## config.mk

```make
export PLATFORM = sky130hd
export DESIGN_NAME = cache_flush_ctrl_flat
export DESIGN_NICKNAME = d
export VERILOG_FILES = /design/src/rtl/cache_flush_pkg.sv /design/src/rtl/cache_flush_ctrl_if.sv /design/src/rtl/flush_idx_counter.sv /design/src/rtl/cache_flush_ctrl.sv /design/src/flat_wrapper.sv
export SDC_FILE = /design/constraint.sdc
export NUM_CORES = 1
export LEC_CHECK = 0
export CAP_MARGIN = 10
export CELL_PAD_IN_SITES_DETAIL_PLACEMENT = 2
export CELL_PAD_IN_SITES_GLOBAL_PLACEMENT = 2
export CORE_MARGIN = 2
export CORE_UTILIZATION = 30
export CTS_BUF_LIST = sky130_fd_sc_hd__clkbuf_8
export CTS_CLUSTER_DIAMETER = 80
export CTS_CLUSTER_SIZE = 10
export DETAILED_ROUTE_END_ITERATION = 8
export PLACE_DENSITY = 0.85
export SYNTH_ARGS = -nofsm -noshare
export SYNTH_HDL_FRONTEND = slang
export SYNTH_HIERARCHICAL = 1
export SYNTH_SLANG_ARGS = --single-unit
```

## constraint.sdc

```tcl
create_clock -name clk_i -period 2.3 [get_ports clk_i]
set_clock_uncertainty 0.2 [all_clocks]
set_input_delay 0.345 -clock clk_i [delete_from_list [all_inputs] [get_ports clk_i]]
set_output_delay 0.345 -clock clk_i [all_outputs]
set_load 0.02 [all_outputs]
```

## src/rtl/cache_flush_pkg.sv

```systemverilog
// Shared types and defaults for the cache flush sequencer family.
// Optional range walk is enabled by defining CACHE_FLUSH_RANGE_EN.
package cache_flush_pkg;

    // Default geometry shared by the icache and dcache instances
    localparam int DEFAULT_SETS = 256;
    localparam int DEFAULT_WAYS = 4;

    typedef enum logic [1:0] {
        IDLE  = 2'd0,
        FLUSH = 2'd1,
        DONE  = 2'd2
    } flush_state_t;

    // Set index width; a single-set cache still needs a 1-bit index
    function automatic int idx_width(input int n);
        return (n <= 1) ? 1 : $clog2(n);
    endfunction

endpackage

```

## src/rtl/cache_flush_ctrl_if.sv

```systemverilog
// Request/strobe bundle between a flush requester and cache_flush_ctrl.
// Range ports exist only when CACHE_FLUSH_RANGE_EN is defined.
interface cache_flush_ctrl_if
    import cache_flush_pkg::*;
#(
    parameter int SETS = DEFAULT_SETS,
    parameter int WAYS = DEFAULT_WAYS
);
    localparam int IDX_W = idx_width(SETS);

    logic             flush_req_i;
    logic [WAYS-1:0]  way_sel_i;
    logic             stall_i;
`ifdef CACHE_FLUSH_RANGE_EN
    logic [IDX_W-1:0] range_lo_i;
    logic [IDX_W-1:0] range_hi_i;
`endif
    logic             inval_valid_o;
    logic [IDX_W-1:0] set_o;
    logic [WAYS-1:0]  way_mask_o;
    logic             busy_o;
    logic             flush_done_o;

    modport master (
`ifdef CACHE_FLUSH_RANGE_EN
        output range_lo_i, range_hi_i,
`endif
        output flush_req_i, way_sel_i, stall_i,
        input  inval_valid_o, set_o, way_mask_o, busy_o, flush_done_o
    );

    modport slave (
`ifdef CACHE_FLUSH_RANGE_EN
        input  range_lo_i, range_hi_i,
`endif
        input  flush_req_i, way_sel_i, stall_i,
        output inval_valid_o, set_o, way_mask_o, busy_o, flush_done_o
    );

endinterface

```

## src/rtl/flush_idx_counter.sv

```systemverilog
// Loadable index up-counter with enable and end-compare flag.
// Shared with the dcache writeback sweep; no optional-feature macros.
module flush_idx_counter #(
    parameter int IDX_W = 8
) (
    input  logic             clk_i,
    input  logic             rst_i,
    input  logic             load_i,
    input  logic [IDX_W-1:0] load_val_i,
    input  logic             en_i,
    input  logic [IDX_W-1:0] end_val_i,
    output logic [IDX_W-1:0] cnt_o,
    output logic             last_o
);
    logic [IDX_W-1:0] cnt_q;
    logic [IDX_W-1:0] cnt_d;

    // Load wins over increment so a restart never skips the first index
    always_comb begin
        cnt_d = cnt_q;
        if (load_i) begin
            cnt_d = load_val_i;
        end else if (en_i) begin
            cnt_d = cnt_q + IDX_W'(1);
        end
    end

    // Index register
    always_ff @(posedge clk_i) begin
        if (rst_i) begin
            cnt_q <= '0;
        end else begin
            cnt_q <= cnt_d;
        end
    end

    assign cnt_o  = cnt_q;
    assign last_o = (cnt_q == end_val_i);

endmodule

```

## src/rtl/cache_flush_ctrl.sv

```systemverilog
// Cache invalidation sequencer: walks set indices issuing invalidate strobes
// with a captured way mask, honouring stall and queuing one mid-flush request.
// Define CACHE_FLUSH_RANGE_EN to walk a captured lo..hi sub-range instead.
module cache_flush_ctrl
    import cache_flush_pkg::*;
#(
    parameter int SETS = DEFAULT_SETS,
    parameter int WAYS = DEFAULT_WAYS
) (
    input  logic               clk_i,
    input  logic               rst_i,
    cache_flush_ctrl_if.slave  bus
);
    localparam int IDX_W = idx_width(SETS);
    localparam logic [IDX_W-1:0] LAST_IDX = IDX_W'(SETS - 1);

    flush_state_t     state_q;
    logic [WAYS-1:0]  way_mask_q;
    logic [IDX_W-1:0] end_q;
    logic             pending_q;
    logic             inval_valid_q;
    logic             busy_q;
    logic             done_q;

    logic             start_now;
    logic             cnt_load;
    logic [IDX_W-1:0] cnt_load_val;
    logic             cnt_en;
    logic [IDX_W-1:0] set_cnt;
    logic             cnt_last;
    logic [IDX_W-1:0] start_lo;
    logic [IDX_W-1:0] start_hi;

`ifdef CACHE_FLUSH_RANGE_EN
    logic [IDX_W-1:0] hi_clamped;

    // Clamp hi into the cache, then fall back to a full walk if lo lies past it
    always_comb begin
        hi_clamped = (bus.range_hi_i > LAST_IDX) ? LAST_IDX : bus.range_hi_i;
        start_lo   = '0;
        start_hi   = LAST_IDX;
        if (bus.range_lo_i <= hi_clamped) begin
            start_lo = bus.range_lo_i;
            start_hi = hi_clamped;
        end
    end
`else
    assign start_lo = '0;
    assign start_hi = LAST_IDX;
`endif

    // Counter control: restart on flush start, step on accepted strobe, rewind after last
    always_comb begin
        start_now    = 1'b0;
        cnt_load     = 1'b0;
        cnt_load_val = '0;
        cnt_en       = 1'b0;
        case (state_q)
            IDLE:  start_now = bus.flush_req_i;
            FLUSH: begin
                if (!bus.stall_i) begin
                    if (cnt_last) cnt_load = 1'b1;
                    else          cnt_en   = 1'b1;
                end
            end
            DONE:  start_now = bus.flush_req_i | pending_q;
            default: ;
        endcase
        if (start_now) begin
            cnt_load     = 1'b1;
            cnt_load_val = start_lo;
        end
    end

    flush_idx_counter #(
        .IDX_W (IDX_W)
    ) u_idx (
        .clk_i      (clk_i),
        .rst_i      (rst_i),
        .load_i     (cnt_load),
        .load_val_i (cnt_load_val),
        .en_i       (cnt_en),
        .end_val_i  (end_q),
        .cnt_o      (set_cnt),
        .last_o     (cnt_last)
    );

    // Flush FSM with registered strobe/busy/done outputs
    always_ff @(posedge clk_i) begin
        if (rst_i) begin
            state_q       <= IDLE;
            way_mask_q    <= '0;
            end_q         <= LAST_IDX;
            pending_q     <= 1'b0;
            inval_valid_q <= 1'b0;
            busy_q        <= 1'b0;
            done_q        <= 1'b0;
        end else begin
            done_q <= 1'b0;
            case (state_q)
                IDLE: begin
                    if (start_now) begin
                        state_q       <= FLUSH;
                        way_mask_q    <= bus.way_sel_i;
                        end_q         <= start_hi;
                        inval_valid_q <= 1'b1;
                        busy_q        <= 1'b1;
                    end
                end
                FLUSH: begin
                    // Any number of requests during a walk collapse into one re-flush
                    if (bus.flush_req_i) pending_q <= 1'b1;
                    if (!bus.stall_i && cnt_last) begin
                        state_q       <= DONE;
                        inval_valid_q <= 1'b0;
                        busy_q        <= 1'b0;
                        done_q        <= 1'b1;
                    end
                end
                DONE: begin
                    if (start_now) begin
                        state_q       <= FLUSH;
                        way_mask_q    <= bus.way_sel_i;
                        end_q         <= start_hi;
                        pending_q     <= 1'b0;
                        inval_valid_q <= 1'b1;
                        busy_q        <= 1'b1;
                    end else begin
                        state_q <= IDLE;
                    end
                end
                default: begin
                    state_q       <= IDLE;
                    inval_valid_q <= 1'b0;
                    busy_q        <= 1'b0;
                end
            endcase
        end
    end

    assign bus.inval_valid_o = inval_valid_q;
    assign bus.set_o         = set_cnt;
    assign bus.way_mask_o    = way_mask_q;
    assign bus.busy_o        = busy_q;
    assign bus.flush_done_o  = done_q;

endmodule

```

## src/flat_wrapper.sv

```systemverilog
// flat-port wrapper written by rule: the top's interface ports become plain ports
module cache_flush_ctrl_flat import cache_flush_pkg::*;
#(
    parameter int SETS = DEFAULT_SETS,
    parameter int WAYS = DEFAULT_WAYS
)
  (clk_i, rst_i, bus_flush_req_i, bus_way_sel_i, bus_stall_i, bus_inval_valid_o, bus_set_o, bus_way_mask_o, bus_busy_o, bus_flush_done_o);
  cache_flush_ctrl_if #(.SETS(SETS), .WAYS(WAYS)) bus_i ();
  input  logic clk_i;
  input  logic rst_i;
  input wire logic [$bits(bus_i.flush_req_i)-1:0] bus_flush_req_i;
  input wire logic [$bits(bus_i.way_sel_i)-1:0] bus_way_sel_i;
  input wire logic [$bits(bus_i.stall_i)-1:0] bus_stall_i;
  output wire logic [$bits(bus_i.inval_valid_o)-1:0] bus_inval_valid_o;
  output wire logic [$bits(bus_i.set_o)-1:0] bus_set_o;
  output wire logic [$bits(bus_i.way_mask_o)-1:0] bus_way_mask_o;
  output wire logic [$bits(bus_i.busy_o)-1:0] bus_busy_o;
  output wire logic [$bits(bus_i.flush_done_o)-1:0] bus_flush_done_o;
  assign bus_i.flush_req_i = bus_flush_req_i;
  assign bus_i.way_sel_i = bus_way_sel_i;
  assign bus_i.stall_i = bus_stall_i;
  assign bus_inval_valid_o = bus_i.inval_valid_o;
  assign bus_set_o = bus_i.set_o;
  assign bus_way_mask_o = bus_i.way_mask_o;
  assign bus_busy_o = bus_i.busy_o;
  assign bus_flush_done_o = bus_i.flush_done_o;
  cache_flush_ctrl #(.SETS(SETS), .WAYS(WAYS)) u_core (.clk_i(clk_i), .rst_i(rst_i), .bus(bus_i));
endmodule
```

Word level (Yosys, flattened, before mapping)
Index checks and enable logic that the tools add are counted.

word-level totals
  register bits after elaboration = 17
  output and inout bits = 15
  word-level logic and storage cells = 47

operators by class
  add/subtract/negate cells = 1
  equal/unequal tests = 8
  mux-type cells = 19
  bitwise gates (word level) = 2
  reduce and logical (&&, ||, !) cells = 11

operator list
  cell                   count
  $mux W1                13
  $add A8 B1 Y8 const B  1
  $eq A8 B8 Y1 const B   1
  $ne A2 B1 Y1 const B   4
  $pmux W1 S2            3
  $pmux W2 S3            1
  $reduce_and A2 Y1      3
  $reduce_or A2 Y1       3
  $mux W2                2
  $reduce_and A3 Y1      1
  $eq A2 B1 Y1 const B   1
  $eq A2 B2 Y1 const B   1
  $logic_not A2 Y1       1
  $ne A2 B2 Y1 const B   1
  $reduce_bool A2 Y1     1
  $logic_and A1 B1 Y1    1
  $logic_not A1 Y1       1
  $not A1 Y1             1
  $or A1 B1 Y1           1

Longest topological paths before layout
Gate-level depths: netlist (run 1).

  depth in word-level cells = 6
  mapped depth = 10

Cells and area by module
Netlist (run 1), hierarchy kept.

modules (own cells, without submodules)
  module             instances  cells each  area each (sq um)  seq. area each (sq um)
  flush_idx_counter  1          65          553.0              160.2
  cache_flush_ctrl   1          46          409.1              180.2

Least setup slack after synthesis (run 1)
No wires, ideal clock.

  kind = register to register
  start = register u_core.u_idx.cnt_q[2] (netlist: u_core/u_idx/cnt_o[2])
  end = register u_core.u_idx.cnt_q[2] (netlist: u_core/u_idx/cnt_o[2])
  arrival = 1,959 ps
  required time = 1,966 ps
  setup slack = 7 ps
  stages on the path, launching flop included = 11
  path buffers = 2
  period minus slack after synthesis = 2,293 ps
  cells stage by stage = dfxtp_1 > buf_2 > xnor2_1 > nand4_1 > nor2_1 > or2b_1 > o21ai_0 > buf_2 > inv_1 > nor2_1 > a211oi_1

between the ends
  word-level cells in the longest chain between the ends = 6

ends and longest elaborated chain
  element                     RTL line                 text
  from (decl)                 flush_idx_counter.sv:15  logic [IDX_W-1:0] cnt_q;
  from (signal assigned)      flush_idx_counter.sv:33  cnt_q <= cnt_d;
  $eq A8 B8 Y1                flush_idx_counter.sv:38  assign last_o = (cnt_q == end_val_i);
  net u_core.cnt_last         cache_flush_ctrl.sv:30   logic cnt_last;
  $mux W1                     cache_flush_ctrl.sv:62   if (cnt_last) cnt_load = 1'b1;
  $mux W1                     cache_flush_ctrl.sv:61   if (!bus.stall_i) begin
  $mux W1                     cache_flush_ctrl.sv:58   case (state_q)
  $mux W1                     cache_flush_ctrl.sv:69   if (start_now) begin
  net u_core.cnt_load         cache_flush_ctrl.sv:26   logic cnt_load;
  $reduce_or A2 Y1 (no line)  -

The timed path passes the listed nets, and every way through them passes these cells.
A chain may end at the register's enable or synchronous reset.

Worst setup path after layout (run 1)
  start = register u_core.u_idx.cnt_q[6] (netlist: u_core/u_idx/cnt_o[6])
  end = register u_core.u_idx.cnt_q[1] (netlist: u_core/u_idx/cnt_o[1])

Same word-level chain as after synthesis.

==> out/metrics.yaml, run 1 <==
start_kind: "register"
fp.dieH_um: 60.63
hold_class: "register to register"
use_met1: 0.1886
fmax_mhz: 466.4
overflow: 0
met3_usage: 0.04904
layoutNonFillerInstCount: 201
dr.pass1.iters: 4
synth_top_area_share: 0.3537
vias_per_cell: 4.682
htreeDepth: 1
clock_sinks: 17
critPathKind: "register to register"
synth.area.top_cells: "dfxtp_1, xnor2_1, o21ai_0"
vias: 941
post-route-util: 0.4557
critPathMaxFanout: 8
slew-limit-headroom: 0.6587
syn_to_final_growth_pct: 44.60
dpl.cell_count: 194
power_uw: 774.1
fin_area_mm2: 0.001391
post-route-drc-count: 0
setup_viol: 0
cts-root-buf: "clkbuf_8"
cts_made_buffers: 3
num_antenna_cells: 0
layout-drive-gt1-share: 0.1592
die_width_um: 60.63
register_area_um2: 342.8
io_buffer_count: 22
ir_worst_vdd_uv: 308.2
insertion_delay_ns: 0.25
tightest_slew_ns: 0.5104
synth.distinct_cells: 34
status: "finished, final reports clean"
synth.avg_cell_area_um2: 8.668
ctsHoldBuffers: 0
synth_warnings: 6
antenna_found_initial: 0
syn_area_um2: 962.2
worstPathArrival_ns: 2.09
dpl_cell_area_mm2: 0.001320
cts_tree: "done"
grt_pass1_vias: 987
start_util: 0.3152
synth_largest_area_cell: "dfxtp_1"
num_rows: 20
finalMaxSlewViolations: 0
grt_use_total: 0.1684
grt_pass1_wl_mm: 4.574
drt-total-wl_mm: 3.085
power_density_mw_per_mm2: 556.4
antenna_left: 0
grt_use_met2: 0.3149
final_hold_viol_count: 0
crit_required_ns: 2.24
dieArea_mm2: 0.003676
period_share: 0.9323
leakagePower_uw: 0.0005290
wl_per_cell_um: 15.35
place.gp.congestion: 0.7175
cap_violations: 0
clk_pin_slew_ns: 0.07
ys_ff_latch: 17
io_pins: 23
busiest_layer: "met2"
drt-initial-drc-count: 13
worst_hold_slack_ns: 0.2927
clock_path_buffers: 2
r2r_setup_slack_ns: 0.16
syn_inst: 111
multi_input_area_um2: 610.6
core-area_mm2: 0.003053
rsz0062_at_grt: "no"
hpwlAfterDp_mm: 2.113
min_period_ns: 2.144
grt_max_degree: 16
fillers: 366
critPathCaptureType: "register"
nets: 167
ys_seq_area_frac: 0.3537
[power breakdown]
group          switching (µW)  internal, µW
clock network             106           120
registers                20.7           316
logic                     106           106
total                     232           542
[Yosys cell counts]
library cell and instances:
nor3b_1 2, dfxtp_1 17, nand4_1 4, a21oi_2 1
nand2b_2 1, or2_1 2, nor2b_1 4, buf_2 3
nand2_1 1, o21a_1 3, xnor2_1 9, a21oi_1 6
xor2_1 3, inv_1 5, nor2_1 6, or2b_1 1
buf_4 2, o221ai_2 1, a2bb2oi_1 1, buf_1 1
nor3_1 5, nand4_2 1, ha_1 1, o211ai_1 1
conb_1 2, nand2b_1 7, buf_6 1, a211oi_1 2
o31a_1 2, nand3_1 3, mux2i_1 2, mux2_2 1
a221oi_2 1, o21ai_0 9
[worst paths after layout]
check / startpoint / to / cells past startpoint
max reg2reg: u_core/u_idx/cnt_o[6] / u_core/u_idx/cnt_o[1] / 9
max: u_core/u_idx/cnt_o[6] / u_core/u_idx/cnt_o[1] / 9
min reg2reg: u_core/bus.busy_o / u_core/bus.busy_o / 2
min: u_core/bus.busy_o / u_core/bus.busy_o / 2
[stage by stage]
step            TNS, ns  setup WS (ns)
2_1_floorplan         0       0.006781
3_3_place_gp          0         0.1629
3_5_place_dp   -0.03557       -0.03557
4_1_cts               0         0.1016
5_1_grt               0      0.0005651
6_report              0         0.1557
[metal layers]
layer	part of all wire	up-vias
li1	-	458
met1	0.40	439
met2	0.51	32
met3	0.052	12
met4	0.037	0
met5	0	-
[cells in the final DEF (no fill, tap or decap), drive strengths merged, types with 3 or more instances in the layout]
cell	netlist	layout
clkbuf	0	3
clkdlybuf4s50	0	22
conb	2	16
nand3	3	3
dfxtp	17	17
o21a	3	3
nor2b	4	4
nand4	5	5
inv	5	5
buf	7	13
nor2	6	6
xor2	3	3
nand2b	8	8
o21ai	9	9
nor3	5	5
xnor2	9	9
a21oi	7	7
[area by class of cell]
| class | instances | area share |
|---|---|---|
| Clock buffer | 3 | 0.02968 |
| Clock inverter | 1 | 0.003597 |
| Inverter | 5 | 0.01349 |
| Multi-Input combinational cell | 96 | 0.4389 |
| Sequential cell | 17 | 0.2464 |
| Tap cell | 44 | 0.03957 |
| Timing Repair Buffer | 35 | 0.2284 |
[sequential cells by signal (all words and copies together), names as in the netlist]
name                     count
u_core/u_idx/cnt_o           8
u_core/bus.way_mask_o        4
u_core/state_q               2
u_core/bus.busy_o            1
u_core/bus.flush_done_o      1
u_core/pending_q             1
[worst max-delay path: stages, from the launching register on]
cell     delay, ns
dfxtp_1       0.41
xnor2_1       0.15
nand4_1       0.11
nor2_1        0.15
or2b_1        0.26
o21ai_0       0.17
buf_4         0.18
buf_4         0.14
mux2i_1       0.18
nor2_1        0.08
[cell families after synthesis]
kind of cell,share of synthesized area
DFF,0.3537
other,0.007805
muxes,0.03251
adders and majority gates,0.01300
and+or+nand+nor,0.2249
AOI/OAI and AO/OA,0.1924
xor gates and xnor gates,0.1092
buffers and inverters,0.06631
[what timing repair did]
action | 4_1_cts | 5_1_grt
setup endpoints to repair | 0 | 1
gates resized for setup | 0 | 2
setup buffers | 0 | 3
Note: power is estimated with default switching activity, not from simulation.
==> inputs of run 2 (changes only) <==
Settings changed: CORE_ASPECT_RATIO set to 0.8.
==> run 2 against run 1 <==
Clock power decreased by 2%; hold slack improved by 0.017 ns; power decreased by 0.12%; critical path depth unchanged; critical endpoint is now u_core/u_idx/cnt_o[7]; highest routed layer is now met3.
==> out/metrics.yaml, run 2 (synthesized netlist as in run 1, its figures left out) <==
worstPathArrival_ns: 2.11
dpl_cell_area_mm2: 0.001323
internal_power_uw: 539.6
wl_per_cell_um: 16.34
overflow: 0
place.gp.congestion: 0.7595
num_rows: 18
grt_pass1_wl_mm: 4.761
clkPwrFrac: 0.285
hpwlAfterDp_mm: 2.279
leakagePower_uw: 0.0005311
mostFrequentLayoutCells: "clkdlybuf4s50_1, conb_1, dfxtp_1, buf_4, xnor2_1"
antenna_found_initial: 0
cts_made_buffers: 3
fp.dieH_um: 54.66
power_density_mw_per_mm2: 556.2
fin_area_mm2: 0.001390
critPathCaptureType: "register"
dr.pass1.iters: 2
htreeDepth: 1
num_antenna_cells: 0
fmax_mhz: 457.0
p_seq_frac: 0.437
endpoint: "u_core/u_idx/cnt_o[7]"
final_common_cell: "clkdlybuf4s50_1"
drt-total-wl_mm: 3.219
fillers: 359
insertion_delay_ns: 0.25
ir_worst_vdd_uv: 404.0
worstReg2RegStart: "u_core/u_idx/cnt_o[4]"
finalMaxSlewViolations: 0
clk_pin_slew_ns: 0.07
antenna_left: 0
dieArea_mm2: 0.003679
period_share: 0.9513
cap_violations: 0
final_hold_viol_count: 0
cts_tree: "done"
die_width_um: 67.32
p_comb_frac: 0.278
min_period_ns: 2.188
min-delay-start: "u_core/bus.busy_o"
startpoint: "u_core/u_idx/cnt_o[4]"
fin_tns_setup_ns: 0
r2r_setup_slack_ns: 0.11
rsz0062_at_grt: "no"
crit_required_ns: 2.23
vias_per_cell: 4.701
drt-initial-drc-count: 13
critPathKind: "register to register"
setup_viol: 0
p_switching_uw: 233.6
layout-drive-gt1-share: 0.1720
post-route-drc-count: 0
reg2reg_depth: 9
cts-root-buf: "clkbuf_8"
grt_pass1_vias: 967
status: "finished, final reports clean"
critPathMaxFanout: 5
nets: 167
start_kind: "register"
grt_max_degree: 13
largest_reg_flops: 8
grt_use_total: 0.1805
vias: 926
regToRegEndpoint: "u_core/u_idx/cnt_o[7]"
start_util: 0.3141
hold_class: "register to register"
clock_sinks: 17
ctsHoldBuffers: 0
io_buffer_count: 22
io_pins: 23
core-area_mm2: 0.003063
syn_to_final_growth_pct: 44.47
clock_path_buffers: 2
swShare: 0.3021
==> run 2: cell count changes in the layout (fill, tap and decap cells not counted), sizes merged <==
cell / change
clkinv: -1
inv: +1
==> run 2: how the worst min path moves through the flow <==
stage	slack, ns	cells after the start	to
final	0.31	2	u_core/bus.busy_o
after global routing	0.34	2	u_core/bus.busy_o
after CTS	0.32	2	u_core/bus.busy_o
after detailed placement	0.30	2	u_core/bus.busy_o
after global placement	0.29	2	u_core/bus.busy_o
after floorplan	0.30	2	u_core/bus.way_mask_o[0]
==> run 2: through the flow <==
step	power, µW	hold slack (ns)	std cells	utilization	setup slack [ns]
6_report	773.2	0.3102	197	0.4538	0.1119
3_3_place_gp	537.2	0.2851	191	0.4318	0.2617
2_1_floorplan	457.7	0.2971	125	-	0.006781
5_1_grt	813.8	0.3393	197	0.4538	0.01585
4_1_cts	774.6	0.3162	196	0.4493	0.004862
3_5_place_dp	547.8	0.2963	191	0.4318	0.1020
==> run 2: final cells by class <==
type / count / area [µm²] / share of cell area
Inverter: 5 / 18.77 / 0.01350
Clock buffer: 3 / 41.29 / 0.02970
Multi-Input combinational cell: 96 / 616.8 / 0.4437
Tap cell: 40 / 50.05 / 0.03600
Clock inverter: 1 / 3.754 / 0.002700
Timing Repair Buffer: 35 / 315.3 / 0.2268
Sequential cell: 17 / 344.1 / 0.2475
==> run 2: power groups by stage <==
stage / logic (µW) / clock network [µW] / registers, µW
2_1_floorplan: 91.7 / 0 / 366
3_3_place_gp: 196 / 0 / 341
3_5_place_dp: 204 / 0 / 344
4_1_cts: 209 / 228 / 337
5_1_grt: 233 / 241 / 341
6_report: 215 / 221 / 338
==> run 2: what timing repair did <==
item                                    CTS  global route
cloned                                    0             1
endpoints found under the setup margin    1             5
setup buffers                             1             0
gates resized for setup                   1             6
==> run 2: per-layer routing <==
| layer | part of all wire | global-route usage | wire, µm |
|---|---|---|---|
| met1 | 0.47 | 0.2259 | 1527 |
| met2 | 0.50 | 0.3218 | 1618 |
| met3 | 0.023 | 0.04321 | 73 |
| met4 | 0 | 0.03061 | 0 |
| met5 | 0 | 0 | 0 |
==> run 2: critical path, stage by stage (launching register included) <==
cell	delay [ns]
dfxtp_1	0.37
xnor2_1	0.16
nand4_1	0.16
nor2_2	0.19
or2b_1	0.29
o21ai_2	0.18
buf_4	0.18
nor3b_1	0.07
o211ai_1	0.13
o221ai_2	0.13
==> inputs of run 3 (changes only) <==
Settings changed: RECOVER_POWER set to 50.
==> run 3 against run 2 <==
First-iteration DRC count is 7.7% higher; non-clock buffer count unchanged; fmax about the same; highest routed layer unchanged; largest power group unchanged.
==> out/metrics.yaml, run 3 (synthesized netlist as in run 1, its figures left out) <==
dpl_cell_area_mm2: 0.001323
worstReg2RegStart: "u_core/u_idx/cnt_o[4]"
fmax_mhz: 456.6
grt_pass1_wl_mm: 4.761
nets: 167
num_antenna_cells: 0
min-delay-start: "u_core/bus.busy_o"
whs_path_depth: 2
vias: 921
min_period_ns: 2.190
r2r_setup_slack_ns: 0.11
status: "finished, final reports clean"
regToRegEndpoint: "u_core/u_idx/cnt_o[7]"
grt_pass1_vias: 967
cts_made_buffers: 3
drt-initial-drc-count: 14
syn_to_final_growth_pct: 43.69
insertion_delay_ns: 0.25
dieArea_mm2: 0.003679
io_buffer_count: 22
cts-root-buf: "clkbuf_8"
period_share: 0.9523
post-route-drc-count: 0
die_width_um: 67.32
clk_pin_slew_ns: 0.07
final_common_cell: "clkdlybuf4s50_1"
critical-path-max-stage-delay_ns: 0.37
worst-path-buf-inv: 1
place.gp.congestion: 0.7595
rsz0062_at_grt: "no"
fin_area_mm2: 0.001383
overflow: 0
wl_per_cell_um: 16.25
reg2reg_depth: 9
antenna_left: 0
grt_use_total: 0.1805
leakagePower_uw: 0.0005333
finalMaxSlewViolations: 0
ir_worst_vdd_uv: 402.9
critPathCaptureType: "register"
layout-drive-gt1-share: 0.1592
mostFrequentLayoutCells: "clkdlybuf4s50_1, conb_1, dfxtp_1, buf_4, xnor2_1"
num_rows: 18
critPathKind: "register to register"
vias_per_cell: 4.675
setup_viol: 0
fin_tns_setup_ns: 0
cap_violations: 0
htreeDepth: 1
crit_slowest_cell: "dfxtp_1"
worst_hold_slack_ns: 0.3071
worstPathArrival_ns: 2.12
crit_required_ns: 2.23
cts_tree: "done"
clock_path_buffers: 2
final_hold_viol_count: 0
critPathMaxFanout: 5
power_density_mw_per_mm2: 557.9
largest_reg_flops: 8
hpwlAfterDp_mm: 2.279
core-area_mm2: 0.003063
cp_cell_sequence: "xnor2_1, nand4_1, nor2_2, or2b_1, o21ai_2, buf_4, nor3b_1, o211ai_1, o221ai_2"
hold_class: "register to register"
io_pins: 23
grt_max_degree: 13
fp.dieH_um: 54.66
antenna_found_initial: 0
hold_path_end: "u_core/bus.busy_o"
dr.pass1.iters: 4
clock_sinks: 17
drt-total-wl_mm: 3.202
crit_family: "simple AND/OR/NAND/NOR gates"
start_kind: "register"
start_util: 0.3141
[run 3: cell count changes in the layout (fill, tap and decap cells not counted), sizes merged]
cell and change:
buf -1, clkbuf +1, clkdlybuf4s50 -3, dlygate4sd3 +3
[run 3: cell type report]
| type | count | area, µm² |
|---|---|---|
| clock buffers | 3 | 41.29 |
| clock inverters | 1 | 3.754 |
| fillers | 359 | 1680 |
| inverters | 5 | 18.77 |
| multi-input cells | 96 | 613.1 |
| flip-flops and latches | 17 | 344.1 |
| well taps | 40 | 50.05 |
| repair buffers | 35 | 311.5 |
[run 3: worst max-delay path by stage]
stage                               start                    end  slack, ns  depth (start not counted)
detailed placement  u_core/u_idx/cnt_o[5]  u_core/u_idx/cnt_o[7]       0.10                          9
global route        u_core/u_idx/cnt_o[4]  u_core/u_idx/cnt_o[3]       0.02                          8
floorplan           u_core/u_idx/cnt_o[2]  u_core/u_idx/cnt_o[2]      0.007                         10
CTS                 u_core/u_idx/cnt_o[7]  u_core/u_idx/cnt_o[7]      0.005                          9
global placement    u_core/u_idx/cnt_o[5]  u_core/u_idx/cnt_o[7]       0.26                          9
finish              u_core/u_idx/cnt_o[4]  u_core/u_idx/cnt_o[7]       0.11                          9
[run 3: timing repair]
item / CTS / global route
resized for setup: 1 / 6
endpoints found under the setup margin: 1 / 5
gates cloned: 0 / 1
buffers inserted: 1 / 0
hold buffers: 0 / 0
[run 3: routing by layer]
metal  global-route usage  vias to the layer above  share of wire  routed length (µm)
met5                    0                        -              0                   0
met4              0.03061                        0              0                   0
met3              0.04321                        0          0.023                  73
met2               0.3218                        9           0.51                1636
met1               0.2259                      451           0.47                1493
li1                     -                      461              -                   -
[run 3: through the flow]
stage | worst slack [ns] | utilization | total power (µW) | cells
after floorplan | 0.006781 | - | 457.7 | 125
after global placement | 0.2617 | 0.4318 | 537.2 | 191
after detailed placement | 0.1020 | 0.4318 | 547.8 | 191
after CTS | 0.004862 | 0.4493 | 774.6 | 196
after global routing | 0.01584 | 0.4514 | 811.0 | 197
final | 0.1098 | 0.4514 | 771.3 | 197
[run 3: power breakdown]
group	internal [µW]	switching, µW	total [µW]
Combinational	102	110	212
Sequential	317	20.9	337
Clock	118	103	222
[run 3: worst reg2reg max path: stages (launching register included)]
cell,delay (ns)
dfxtp_1,0.37
xnor2_1,0.16
nand4_1,0.17
nor2_2,0.19
or2b_1,0.29
o21ai_2,0.19
buf_4,0.18
nor3b_1,0.07
o211ai_1,0.13
o221ai_2,0.12
